### src/rtl/lb_uart_tx_if.sv
// Start/busy handshake between the PicoBlaze output-port logic (master)
// and the UART transmitter (slave).
interface lb_uart_tx_if #(
  parameter int DATA_BITS = 8
);
  logic [DATA_BITS-1:0] tx_data;
  logic                 tx_start;
  logic                 tx_busy;
  logic                 tx_done;

  modport master (output tx_data, output tx_start, input tx_busy, input tx_done);
  modport slave  (input tx_data, input tx_start, output tx_busy, output tx_done);
endinterface

### src/rtl/lb_uart_tx.sv
// lb_uart_tx: serial UART transmitter (8N1 by default) with an internal
// clock-count baud divider. Frame = start, DATA_BITS data bits LSB first,
// optional parity, STOP_BITS stop bits.
// Optional feature: define LB_UART_TX_PARITY_EN to build the PARITY state
// (even parity, or odd when PARITY_ODD=1). Without it DATA goes straight to STOP.
module lb_uart_tx #(
  parameter int CLKS_PER_BIT = 434,
  parameter int DATA_BITS    = 8,
  parameter int STOP_BITS    = 1,
  parameter int PARITY_ODD   = 0
) (
  input  logic          clk,
  input  logic          reset,
  lb_uart_tx_if.slave   bus,
  output logic          tx
);

  localparam int BW = $clog2(CLKS_PER_BIT);
  localparam logic [BW-1:0] BAUD_LAST = BW'(CLKS_PER_BIT - 1);
  localparam logic [2:0]    DATA_LAST = 3'(DATA_BITS - 1);
  localparam logic [2:0]    STOP_LAST = 3'(STOP_BITS - 1);

  localparam logic [2:0] IDLE   = 3'd0;
  localparam logic [2:0] START  = 3'd1;
  localparam logic [2:0] DATA   = 3'd2;
`ifdef LB_UART_TX_PARITY_EN
  localparam logic [2:0] PARITY = 3'd3;
`endif
  localparam logic [2:0] STOP   = 3'd4;

  // Refuse to elaborate with parameters outside their legal ranges.
  if (CLKS_PER_BIT < 2 || CLKS_PER_BIT > 65535 || DATA_BITS < 5 || DATA_BITS > 8 ||
      (STOP_BITS != 1 && STOP_BITS != 2) || PARITY_ODD < 0 || PARITY_ODD > 1) begin : g_bad_params
    $error("lb_uart_tx: parameter out of legal range");
  end

  logic [2:0]           state_reg;
  logic [BW-1:0]        baud_reg;
  logic [2:0]           bit_reg;
  logic [DATA_BITS-1:0] shreg_reg;
  logic                 tx_reg;
  logic                 busy_reg;
  logic                 done_reg;
  logic                 baud_last;
`ifdef LB_UART_TX_PARITY_EN
  // Parity is computed once from the accepted word so the shift register
  // can be consumed freely during the data bits.
  logic                 parity_reg;
`endif

  assign baud_last   = (baud_reg == BAUD_LAST);
  assign tx          = tx_reg;
  assign bus.tx_busy = busy_reg;
  assign bus.tx_done = done_reg;

  // Frame sequencer: tx is loaded with the value of the bit being entered,
  // so the line is a clean register output and changes exactly at bit edges.
  always_ff @(posedge clk or negedge reset) begin
    if (!reset) begin
      state_reg  <= IDLE;
      baud_reg   <= '0;
      bit_reg    <= '0;
      shreg_reg  <= '0;
      tx_reg     <= 1'b1;
      busy_reg   <= 1'b0;
      done_reg   <= 1'b0;
`ifdef LB_UART_TX_PARITY_EN
      parity_reg <= 1'b0;
`endif
    end else begin
      done_reg <= 1'b0;
      case (state_reg)
        IDLE: begin
          if (bus.tx_start) begin
            shreg_reg  <= bus.tx_data;
            baud_reg   <= '0;
            state_reg  <= START;
            tx_reg     <= 1'b0;
            busy_reg   <= 1'b1;
`ifdef LB_UART_TX_PARITY_EN
            parity_reg <= (^bus.tx_data) ^ 1'(PARITY_ODD);
`endif
          end
        end
        START: begin
          if (baud_last) begin
            baud_reg  <= '0;
            bit_reg   <= '0;
            state_reg <= DATA;
            tx_reg    <= shreg_reg[0];
          end else begin
            baud_reg <= baud_reg + 1'b1;
          end
        end
        DATA: begin
          if (baud_last) begin
            baud_reg  <= '0;
            shreg_reg <= shreg_reg >> 1;
            if (bit_reg == DATA_LAST) begin
              bit_reg   <= '0;
`ifdef LB_UART_TX_PARITY_EN
              state_reg <= PARITY;
              tx_reg    <= parity_reg;
`else
              state_reg <= STOP;
              tx_reg    <= 1'b1;
`endif
            end else begin
              bit_reg <= bit_reg + 1'b1;
              tx_reg  <= shreg_reg[1];
            end
          end else begin
            baud_reg <= baud_reg + 1'b1;
          end
        end
`ifdef LB_UART_TX_PARITY_EN
        PARITY: begin
          if (baud_last) begin
            baud_reg  <= '0;
            bit_reg   <= '0;
            state_reg <= STOP;
            tx_reg    <= 1'b1;
          end else begin
            baud_reg <= baud_reg + 1'b1;
          end
        end
`endif
        STOP: begin
          if (baud_last) begin
            baud_reg <= '0;
            if (bit_reg == STOP_LAST) begin
              bit_reg   <= '0;
              state_reg <= IDLE;
              busy_reg  <= 1'b0;
              done_reg  <= 1'b1;
            end else begin
              bit_reg <= bit_reg + 1'b1;
            end
          end else begin
            baud_reg <= baud_reg + 1'b1;
          end
        end
        default: begin
          state_reg <= IDLE;
          tx_reg    <= 1'b1;
          busy_reg  <= 1'b0;
        end
      endcase
    end
  end

endmodule
### src/flat_wrapper.sv
// flat-port wrapper written by rule: the top's interface ports become plain ports
module lb_uart_tx_flat 
#(
  parameter int CLKS_PER_BIT = 434,
  parameter int DATA_BITS    = 8,
  parameter int STOP_BITS    = 1,
  parameter int PARITY_ODD   = 0
)
  (clk, reset, tx, bus_tx_data, bus_tx_start, bus_tx_busy, bus_tx_done);
  lb_uart_tx_if #(.DATA_BITS(DATA_BITS)) bus_i ();
  input  logic clk;
  input  logic reset;
  output logic tx;
  input wire logic [$bits(bus_i.tx_data)-1:0] bus_tx_data;
  input wire logic [$bits(bus_i.tx_start)-1:0] bus_tx_start;
  output wire logic [$bits(bus_i.tx_busy)-1:0] bus_tx_busy;
  output wire logic [$bits(bus_i.tx_done)-1:0] bus_tx_done;
  assign bus_i.tx_data = bus_tx_data;
  assign bus_i.tx_start = bus_tx_start;
  assign bus_tx_busy = bus_i.tx_busy;
  assign bus_tx_done = bus_i.tx_done;
  lb_uart_tx #(.CLKS_PER_BIT(CLKS_PER_BIT), .DATA_BITS(DATA_BITS), .STOP_BITS(STOP_BITS), .PARITY_ODD(PARITY_ODD)) u_core (.clk(clk), .reset(reset), .bus(bus_i), .tx(tx));
endmodule
### config.mk
export PLATFORM = sky130hd
export DESIGN_NAME = lb_uart_tx_flat
export DESIGN_NICKNAME = d
export VERILOG_FILES = /design/src/rtl/lb_uart_tx_if.sv /design/src/rtl/lb_uart_tx.sv /design/src/flat_wrapper.sv
export SDC_FILE = /design/constraint.sdc
export NUM_CORES = 1
export LEC_CHECK = 0
export ABC_AREA = 1
export CAP_MARGIN = 20
export CORE_MARGIN = 4
export CORE_UTILIZATION = 35
export CTS_CLUSTER_DIAMETER = 40
export DETAILED_ROUTE_END_ITERATION = 10
export SYNTH_ARGS = -nofsm -noshare
export SYNTH_HDL_FRONTEND = slang
export SYNTH_SLANG_ARGS = --single-unit
export TNS_END_PERCENT = 100
### constraint.sdc
create_clock -name clk -period 1.98 [get_ports clk]
set_clock_uncertainty 0.05 [all_clocks]
set_input_delay 0.198 -clock clk [delete_from_list [all_inputs] [get_ports clk]]
set_output_delay 0.198 -clock clk [all_outputs]
set_load 0.02 [all_outputs]
==> results by group, run 1 <==
Outcome
  – Status: complete, no violations

Yosys
  – Syn Inst Count: 210
  – Yosys cell types: 26
  – Seq/Total Area, Yosys: 0.423
  – Synth Cell Area: 1540 um^2
  – Synthesized net count: 226
  – #FFs+latches synth: 26
  – Syn Area/Cell: 7.34 um^2
  – YS warnings: 0

Finish
  – NumNets Final: 245
  – Largest register FFs: 9
  – Share of layout cells above drive strength 1: 0.105
  – Most common cell after layout, fill and taps aside: nand2_1
  – Most frequent cells in the layout: nand2_1, dfrtp_1, inv_1
  – Antenna diode count: 0
  – Final Cell Area: 1790 um^2
  – Fin cells: 278
  – Area delta synth->final: 16.3%

CTS
  – PostCTS Resize Cnt: 0
  – Clock Tree Buf Depth: 2
  – Clk slew on worst S/H paths: 0.10 ns
  – Number of setup buffers added after CTS: 0
  – CTS HTree Levels: 1
  – Cts bufs inserted: 3
  – CTS sink cnt: 26
  – Root buffer cell: clkbuf_8
  – # hold bufs at CTS: 0
  – CTS tree: built
  – Clock latency at the later pin of the worst-skew pair: 0.27 ns

Placement
  – I/O Buffers: 13
  – Post-DP HPWL: 2.21 mm
  – Placement Cell Area: 1740 um^2
  – Placed Cells: 274
  – Routability cong.: 0.808
  – Place WS: 0.259 ns

GRT
  – All-Layer GR Usage: 0.128
  – Largest net degree at the start of global routing: 27
  – Grt ovf: 0
  – Initial antenna violation count: 0
  – First-pass GRT wire length: 5.56 mm
  – Vias in the first global route: 1,276

Pwr
  – Sw frac: 0.213
  – Lkg Pwr: 0.000931 uW
  – Internal power: 730 uW
  – Power after layout: 928 uW
  – Power density over the cells: 518 nW/um^2
  – Gate power share: 0.041
  – Sequential Power Share: 0.572
  – Clock network fraction of total power: 0.387
  – Peak supply drop: 0.235 mV
  – Sw Pwr: 197 uW

STA
  – Tightest Pin Transition: 0.423 ns
  – Rel. slew slack: 0.718
  – Final WS setup: 0.254 ns
  – Hold Fails Final Rpt: 0
  – RSZ-0062 raised after global routing: no
  – Final TNS setup: 0 ns
  – Final period utilization: 0.872
  – Final setup viols: 0
  – Final min period: 1.73 ns
  – Fmax: 579 MHz
  – Max Slew Vio Count: 0

Drt
  – Via count: 1,317
  – DRC viols: 0
  – Iter 0 DRT Violations: 70
  – Pre-antenna DRT Iters: 4
  – Drt total wl: 3.05 mm
  – ANT nets after route: 0
  – Vias per std cell: 4.74
  – Post-DR wirelength/cell: 11.0 um

Worst setup path
  – Critical path fanouts, max: 11
  – Worst Path Class, Setup: flop to flop
  – CP Launch Type: flop
  – Critical Path AT: 1.90 ns
  – Worst EP required: 2.15 ns
  – CP endpoint kind: flop

Floorplan
  – Area of the die: 5530 um^2
  – Top Ports: 14
  – Area of the core: 4120 um^2
  – Starting Density: 0.375
  – Die width: 74.4 um
  – Rows: 23
  – Die Height: 74.4 um

Flow run
  – MaxCap Viol Count: 0

Worst hold path
  – HP Class: input pin to asynchronous set/reset pin
[worst max-delay path: stages (launching register included)]
cell and delay [ns]:
dfrtp_1 0.41, inv_1 0.11, ha_1 0.15, nand2_1 0.05, nor2_1 0.11, nand2_1 0.27, nand2_1 0.20, nand2_4 0.11
inv_4 0.10, nand2_1 0.05, nand2_1 0.05
[cell usage after synthesis]
library cell  count  area (um^2)
nand2_1          99          372
dfrtp_1          25          626
inv_1            15         56.3
nand3_1          13         65.1
nor2_1           10         37.5
o21ai_1           8         40.0
nand4_1           6         37.5
ha_1              5         62.6
o21ai_0           5         25.0
nand2_2           3         18.8
inv_4             2         12.5
nand2_4           2         22.5
nand3_2           2         20.0
nand3b_1          2         15.0
or2_2             2         12.5
a21oi_1           1         5.00
buf_4             1         7.51
buf_6             1         11.3
clkinv_1          1         3.75
dfstp_2           1         26.3
inv_2             1         3.75
nand3_4           1         17.5
nand4_4           1         21.3
nor2_2            1         6.26
nor2_4            1         11.3
nor3_1            1         5.00
[layout make-up]
type | count | area, um^2
inverter | 19 | 76.3
multi-input combinational | 163 | 795
fill | 434 | 2320
clock buffer | 4 | 55.1
sequential | 26 | 652
tap | 50 | 62.6
timing repair buffer | 16 | 153
[cells by family after synthesis]
kind of cell / Yosys count / share of synthesized area
AND/OR/NAND/NOR: 144 / 0.429
buffers and inverters: 21 / 0.0617
AO/OA/AOI/OAI: 14 / 0.0454
adder cells (fa/ha/maj): 5 / 0.0406
flip-flops: 26 / 0.423
[metrics by stage]
step / util / hold slack [ns]
5_1_grt: 0.436 / 0.277
4_1_cts: 0.436 / 0.248
6_report: 0.436 / 0.233
3_3_place_gp: 0.422 / 0.403
3_5_place_dp: 0.422 / 0.410
2_1_floorplan: - / -0.148
[per-layer routing]
layer,vias to the layer above,wire length [um],GRT usage
li1,706,-,-
met1,589,1600,0.183
met2,18,1290,0.193
met3,4,117,0.0203
met4,0,40,0.0474
met5,-,0,0
[path summary, 6_finish.rpt]
| kind | start | end | slack [ns] | depth (start not counted) |
|---|---|---|---|---|
| worst max register to register | u_core.baud_reg[1] | u_core.shreg_reg[6] | 0.25 | 10 |
| worst max-delay path | u_core.baud_reg[1] | u_core.shreg_reg[6] | 0.25 | 10 |
| max in group asynchronous | reset | u_core.tx | 1.35 | 2 |
| worst min-delay path | reset | u_core.bus.tx_done | 0.23 | 2 |
| min in group clk | bus_tx_data[7] | u_core.shreg_reg[7] | 0.40 | 3 |
| worst min register to register | u_core.tx | u_core.tx | 0.42 | 2 |
[power by group through the flow]
stage / Combinational [uW] / Sequential, uW / Clock [uW]
detailed placement: 40.1 / 541 / 0
CTS: 40.1 / 531 / 369
global route: 44.1 / 531 / 381
floorplan: 6.67 / 541 / 0
global placement: 40.0 / 541 / 0
finish: 38.4 / 531 / 359
(Power assumes the default switching activity.)
==> run 2, diff against run 1 <==
- PLACE_DENSITY: not set -> 0.49
==> run 2 against run 1 <==
Sequential share of layout area is the same. Critical path depth is 2 lower. Wire length is 5.3% higher. Die area unchanged. Flip-flop and latch count stayed put. Combinational power hardly changed. Sequential power about the same. Largest power group unchanged. Global-route usage up 0.073 points. Clock power is 3% lower. Critical path type unchanged.
==> results by group, run 2 (synthesized netlist as in run 1, its figures left out) <==
Outcome
  – Status: complete, no violations

Worst setup path
  – Origin of the worst setup path: u_core.state_reg[2]
  – Worst Reg-to-Reg Cells: 8 (-2)
  – Critical Path, Cell by Cell: inv_2, nand3_2, inv_4, nand2_1, nand2_4, inv_4, nand2_1, nand2_1
  – Levels on crit path: 8 (-2)
  – Most used cell, CP: nand2_1
  – Reg2Reg Setup Slack: 0.26 ns (about the same)
  – Slowest stage delay, CP: 0.47 ns (+0.06 ns)
  – Critical path buffers and inverters: 3 (+1)
  – CP Launch Type: flop
  – Critical Path AT: 1.83 ns (-0.07 ns)
  – Worst Path Class, Setup: flop to flop
  – CP endpoint kind: flop
  – Crit Reg-Reg Startpoint: u_core.state_reg[2]
  – Critical path fanouts, max: 11 (unchanged)
  – Reg-to-Reg End: u_core.shreg_reg[6]
  – Worst EP required: 2.10 ns (-0.05 ns)
  – Slowest-stage cell, CP: dfrtp_1
  – Cell family with most CP delay: simple AND/OR/NAND/NOR gates

STA
  – RSZ-0062 raised after global routing: no
  – Rel. slew slack: 0.751 (+0.0336)
  – Hold Fails Final Rpt: 0 (unchanged)
  – Tightest Pin Transition: 0.372 ns (-0.0508 ns)
  – Max Slew Vio Count: 0 (unchanged)
  – Final TNS setup: 0 ns (unchanged)
  – Final period utilization: 0.867 (-0.00474)
  – Final setup viols: 0 (unchanged)
  – Fmax: 583 MHz (+0.55%)
  – Final min period: 1.72 ns (-0.00939 ns)

Pwr
  – Gate power share: 0.042 (about the same)
  – Sequential Power Share: 0.578 (+0.006)
  – Sw Pwr: 188 uW (-4.7%)
  – Lkg Pwr: 0.000930 uW (-0.14%)
  – Power density over the cells: 512 nW/um^2 (-1.0%)
  – Peak supply drop: 0.343 mV (+46%)
  – Clock network fraction of total power: 0.380 (-0.007)
  – Sw frac: 0.205 (-0.00782)
  – Internal power: 730 uW (about the same)

Finish
  – Largest register FFs: 9 (unchanged)
  – Most common cell after layout, fill and taps aside: nand2_1
  – Share of layout cells above drive strength 1: 0.105 (unchanged)
  – FILL cells: 420 (-3.2%)
  – Antenna diode count: 0 (unchanged)
  – Fin cells: 278 (unchanged)
  – Area delta synth->final: 16.3% (unchanged)
  – Most frequent cells in the layout: nand2_1, dfrtp_1, inv_1
  – NumNets Final: 245 (unchanged)

CTS
  – Clock Tree Buf Depth: 2 (unchanged)
  – Clock latency at the later pin of the worst-skew pair: 0.27 ns (about the same)
  – PostCTS Resize Cnt: 0 (unchanged)
  – Cts bufs inserted: 3 (unchanged)
  – Clk slew on worst S/H paths: 0.09 ns (about the same)
  – CTS HTree Levels: 1 (unchanged)
  – # hold bufs at CTS: 0 (unchanged)
  – CTS sink cnt: 26 (unchanged)
  – CTS tree: built
  – Root buffer cell: clkbuf_8
  – Number of setup buffers added after CTS: 0 (unchanged)

Worst hold path
  – HP Class: input pin to asynchronous set/reset pin

Placement
  – Post-DP HPWL: 2.40 mm (+9.0%)
  – Routability cong.: 0.837 (+3.6%)
  – Placed Cells: 274 (unchanged)
  – I/O Buffers: 13 (unchanged)

Floorplan
  – Die Height: 74.4 um (unchanged)
  – Rows: 23 (unchanged)
  – Starting Density: 0.375 (unchanged)
  – Die width: 74.4 um (unchanged)
  – Area of the die: 5530 um^2 (unchanged)
  – Area of the core: 4120 um^2 (unchanged)
  – Top Ports: 14 (unchanged)

Drt
  – Post-DR wirelength/cell: 11.6 um (+5.3%)
  – Iter 0 DRT Violations: 96 (+37%)
  – DRC viols: 0 (unchanged)
  – Via count: 1,335 (+1.4%)
  – Pre-antenna DRT Iters: 4 (unchanged)
  – ANT nets after route: 0 (unchanged)
  – Vias per std cell: 4.80 (+1.4%)
  – Drt total wl: 3.22 mm (+5.3%)

GRT
  – Vias in the first global route: 1,252 (-1.9%)
  – Initial antenna violation count: 0 (unchanged)
  – All-Layer GR Usage: 0.128 (+0.000731)
  – Largest net degree at the start of global routing: 27 (unchanged)
  – First-pass GRT wire length: 5.60 mm (+0.74%)
  – Grt ovf: 0 (unchanged)

Flow run
  – MaxCap Viol Count: 0 (unchanged)
run 2: cell counts in the layout (fill, tap and decap cells not counted):
Identical to the previous run, type by type.
run 2: power by group through the flow:
stage               clock network (uW)  registers [uW]  logic [uW]
global placement                     0             541        40.0
finish                             349             531        38.6
detailed placement                   0             541        40.3
floorplan                            0             541        6.67
global route                       388             531        44.0
CTS                                376             531        40.4
run 2: layer usage:
layer  wire, um  GRT usage  part of all wire
met4         21     0.0296            0.0065
met1       1660      0.169              0.51
met3        143     0.0324             0.044
met2       1400      0.213              0.43
met5          0          0                 0
run 2: area by class of cell:
cell class | instances | area (um^2) | area share
inverters | 19 | 76.3 | 0.0426
clock buffers | 4 | 55.1 | 0.0307
flip-flops and latches | 26 | 652 | 0.364
multi-input cells | 163 | 795 | 0.443
well taps | 50 | 62.6 | 0.0349
repair buffers | 16 | 153 | 0.0851
run 2: per-stage QoR:
| step | setup WS [ns] | util | instance area, um^2 | power (uW) | hold WS [ns] |
|---|---|---|---|---|---|
| floorplan | 0.602 | - | 1540 | 548 | -0.148 |
| global placement | 0.303 | 0.422 | 1740 | 581 | 0.406 |
| detailed placement | 0.258 | 0.422 | 1740 | 581 | 0.408 |
| CTS | 0.244 | 0.436 | 1790 | 947 | 0.239 |
| global route | 0.140 | 0.436 | 1790 | 962 | 0.262 |
| finish | 0.263 | 0.436 | 1790 | 919 | 0.236 |
run 2: worst max-delay path by stage:
stage | end | slack (ns)
after floorplan | u_core.tx | 0.60
after global placement | u_core.shreg_reg[3] | 0.30
final | u_core.shreg_reg[6] | 0.26
after CTS | u_core.shreg_reg[6] | 0.24
after global routing | u_core.shreg_reg[5] | 0.14
after detailed placement | u_core.shreg_reg[6] | 0.26
run 2: worst register-to-register path, stage by stage, from the launching register on:
cell,delay [ns]
dfrtp_1,0.47
inv_2,0.13
nand3_2,0.30
inv_4,0.23
nand2_1,0.11
nand2_4,0.15
inv_4,0.07
nand2_1,0.06
nand2_1,0.05
==> run 3, diff against run 2 <==
- ABC_AREA: 1 -> not set
- SLEW_MARGIN: not set -> 20
==> run 3 against run 2 <==
Non-clock buffer count up 9. Worst setup slack worse by 0.13 ns. Global-route usage about the same. Core utilization up 0.44 points. Worst hold slack better by 0.0081 ns. Synthesized cell count down 31%. Wire length down 6.9%. Flip-flop and latch count unchanged. Die area down 4.5%. Fmax down 7.2%. Via count down 13%. Critical path type unchanged. Highest routed layer unchanged.
==> results by group, run 3 <==
Drt
  – Post-DR wirelength/cell: 13.7 um (+19%)
  – Vias per std cell: 5.30 (+10%)
  – DRC viols: 0 (unchanged)
  – Pre-antenna DRT Iters: 4 (unchanged)
  – Iter 0 DRT Violations: 30 (-69%)
  – Drt total wl: 2.99 mm (-6.9%)
  – Via count: 1,155 (-13%)
  – ANT nets after route: 0 (unchanged)

GRT
  – All-Layer GR Usage: 0.128 (-0.000317)
  – GRT Max-Usage Layer: met2
  – Grt met1 use: 0.170 (+0.000959)
  – Grt ovf: 0 (unchanged)
  – Initial antenna violation count: 0 (unchanged)
  – Grt met2 use: 0.207 (-0.00527)
  – Grt met3 use: 0.0275 (-0.00488)
  – First-pass GRT wire length: 5.41 mm (-3.4%)
  – Vias in the first global route: 1,216 (-2.9%)
  – Largest net degree at the start of global routing: 27 (unchanged)

Yosys
  – Syn Area/Cell: 10.2 um^2 (+38%)
  – Async SR Flop Fraction: 1.00 (unchanged)
  – Most numerous cell in the Yosys netlist: dfrtp_1
  – Synthesized net count: 160 (-29%)
  – Leading area contributor after synthesis: dfrtp_1
  – Largest cells by area after synthesis: dfrtp_1, mux2_2, ha_1, a21oi_1, nand2_1
  – EDFF count, synth: 0 (unchanged)
  – #FFs+latches synth: 26 (unchanged)
  – Synth Cell Area: 1460 um^2 (-5.0%)
  – Syn Inst Count: 144 (-31%)
  – Yosys cell types: 39 (+50%)
  – Seq/Total Area, Yosys: 0.445 (+0.0224)
  – Yosys top cell area share: 0.427 (+0.0215)
  – YS warnings: 0 (unchanged)
  – Predominant post-synthesis flop cell: dfrtp_1
  – Post-synth top cells: dfrtp_1, mux2_2, nand2_1

Finish
  – Share of layout cells above drive strength 1: 0.208 (+0.103)
  – FILL cells: 400 (-4.8%)
  – Area delta synth->final: 21.1%
  – Largest register FFs: 9 (unchanged)
  – Antenna diode count: 0 (unchanged)
  – NumNets Final: 185 (-24%)
  – Most common cell after layout, fill and taps aside: dfrtp_1
  – Fin cells: 218 (-22%)
  – Final Cell Area: 1770 um^2 (-1.1%)
  – Post-layout util: 0.440 (+0.00437)
  – Most frequent cells in the layout: dfrtp_1, mux2_2, clkdlybuf4s50_1

CTS
  – Cts bufs inserted: 3 (unchanged)
  – PostCTS Resize Cnt: 0 (unchanged)
  – CTS sink cnt: 26 (unchanged)
  – CTS tree: built
  – Number of setup buffers added after CTS: 0 (unchanged)
  – Root buffer cell: clkbuf_8
  – Clock latency at the later pin of the worst-skew pair: 0.27 ns (about the same)
  – Clk slew on worst S/H paths: 0.09 ns (about the same)
  – CTS HTree Levels: 1 (unchanged)
  – Clock Tree Buf Depth: 2 (unchanged)
  – # hold bufs at CTS: 0 (unchanged)

Placement
  – Placed Cells: 214 (-22%)
  – I/O Buffers: 13 (unchanged)
  – Post-DP HPWL: 2.24 mm (-7.0%)
  – Routability cong.: 0.736 (-12%)
  – Placement Cell Area: 1720 um^2 (-0.79%)

Worst setup path
  – Cell family with most CP delay: simple AND/OR/NAND/NOR gates
  – Slowest-stage cell, CP: dfrtp_1
  – Slowest stage delay, CP: 0.38 ns (-0.09 ns)
  – Worst Path Class, Setup: flop to flop
  – CP endpoint kind: flop
  – Worst EP required: 2.10 ns (about the same)
  – Critical path buffers and inverters: 1 (-2)
  – Critical Path AT: 1.97 ns (+0.14 ns)
  – CP Launch Type: flop
  – Critical Path, Cell by Cell: inv_1, ha_1, and4b_1, a31oi_1, nor3_4, mux2_2
  – Critical path fanouts, max: 8 (-3)

STA
  – RSZ-0062 raised after global routing: no
  – Final min period: 1.85 ns (+0.134 ns)
  – Final setup viols: 0 (unchanged)
  – Max Slew Vio Count: 0 (unchanged)
  – Tightest Pin Transition: 0.392 ns (+0.0205 ns)
  – Worst hold margin: 0.244 ns (+0.00806 ns)
  – Final period utilization: 0.935 (+0.0677)
  – Rel. slew slack: 0.738 (-0.0136)
  – Hold Fails Final Rpt: 0 (unchanged)
  – Final TNS setup: 0 ns (unchanged)
  – Fmax: 540 MHz (-7.2%)

Floorplan
  – Area of the die: 5280 um^2 (-4.5%)
  – Die width: 72.7 um (-2.3%)
  – Die Height: 72.7 um (-2.3%)
  – Top Ports: 14 (unchanged)
  – Rows: 23 (unchanged)
  – Area of the core: 4030 um^2 (-2.1%)
  – Starting Density: 0.363 (-0.0112)

Outcome
  – Status: complete, no violations

Pwr
  – Peak supply drop: 0.296 mV (-14%)
  – Lkg Pwr: 0.000760 uW (-18%)
  – Power density over the cells: 724 nW/um^2 (+41%)

Flow run
  – MaxCap Viol Count: 0 (unchanged)

Worst hold path
  – HP Class: input pin to asynchronous set/reset pin
## run 3: changes by cell type after synthesis, moves of 7 or more
cell and delta:
a21oi_1 +10, inv_1 -10, mux2_2 +15, nand2_1 -87, nand3_1 -10, o21ai_1 -7
## run 3: path summary, 6_finish.rpt
kind / from / to / slack [ns] / cells past startpoint
max reg2reg: u_core.baud_reg[1] / u_core.shreg_reg[0] / 0.13 / 6
max: u_core.baud_reg[1] / u_core.shreg_reg[0] / 0.13 / 6
min reg2reg: u_core.shreg_reg[2] / u_core.shreg_reg[2] / 0.46 / 1
max in group asynchronous: reset / u_core.tx / 1.32 / 2
min in group clk: bus_tx_data[7] / u_core.shreg_reg[7] / 0.46 / 3
min: reset / u_core.baud_reg[4] / 0.24 / 2
## run 3: cell families after synthesis
group	share of synthesized area
simple gates	0.210
compound gates	0.121
flops	0.445
mux	0.123
buf+inv	0.0282
xor+xnor	0.0299
fa+ha+maj	0.0427
## run 3: layer usage
metal / wire, um / up-vias / share of wire
li1: - / 571 / -
met1: 1390 / 563 / 0.46
met2: 1470 / 17 / 0.49
met3: 93 / 4 / 0.031
met4: 44 / 0 / 0.015
met5: 0 / - / 0
## run 3: layout make-up
type,instances,area [um^2],share of cell area
Clock buffer,4,45.0,0.0254
Inverter,5,18.8,0.0106
Multi-Input combinational cell,108,774,0.437
Sequential cell,26,652,0.368
Tap cell,50,62.6,0.0353
Timing Repair Buffer,25,220,0.124
## run 3: where the power goes
| group | internal [uW] | switching [uW] |
|---|---|---|
| clock | 144 | 160 |
| sequential | 620 | 78.0 |
| combinational | 149 | 132 |
## run 3: through the flow
| stage | total power (uW) | setup slack [ns] |
|---|---|---|
| floorplan | 856 | 0.184 |
| global placement | 983 | 0.139 |
| detailed placement | 995 | 0.106 |
| CTS | 1310 | 0.110 |
| global route | 1380 | 0.0107 |
| finish | 1280 | 0.129 |
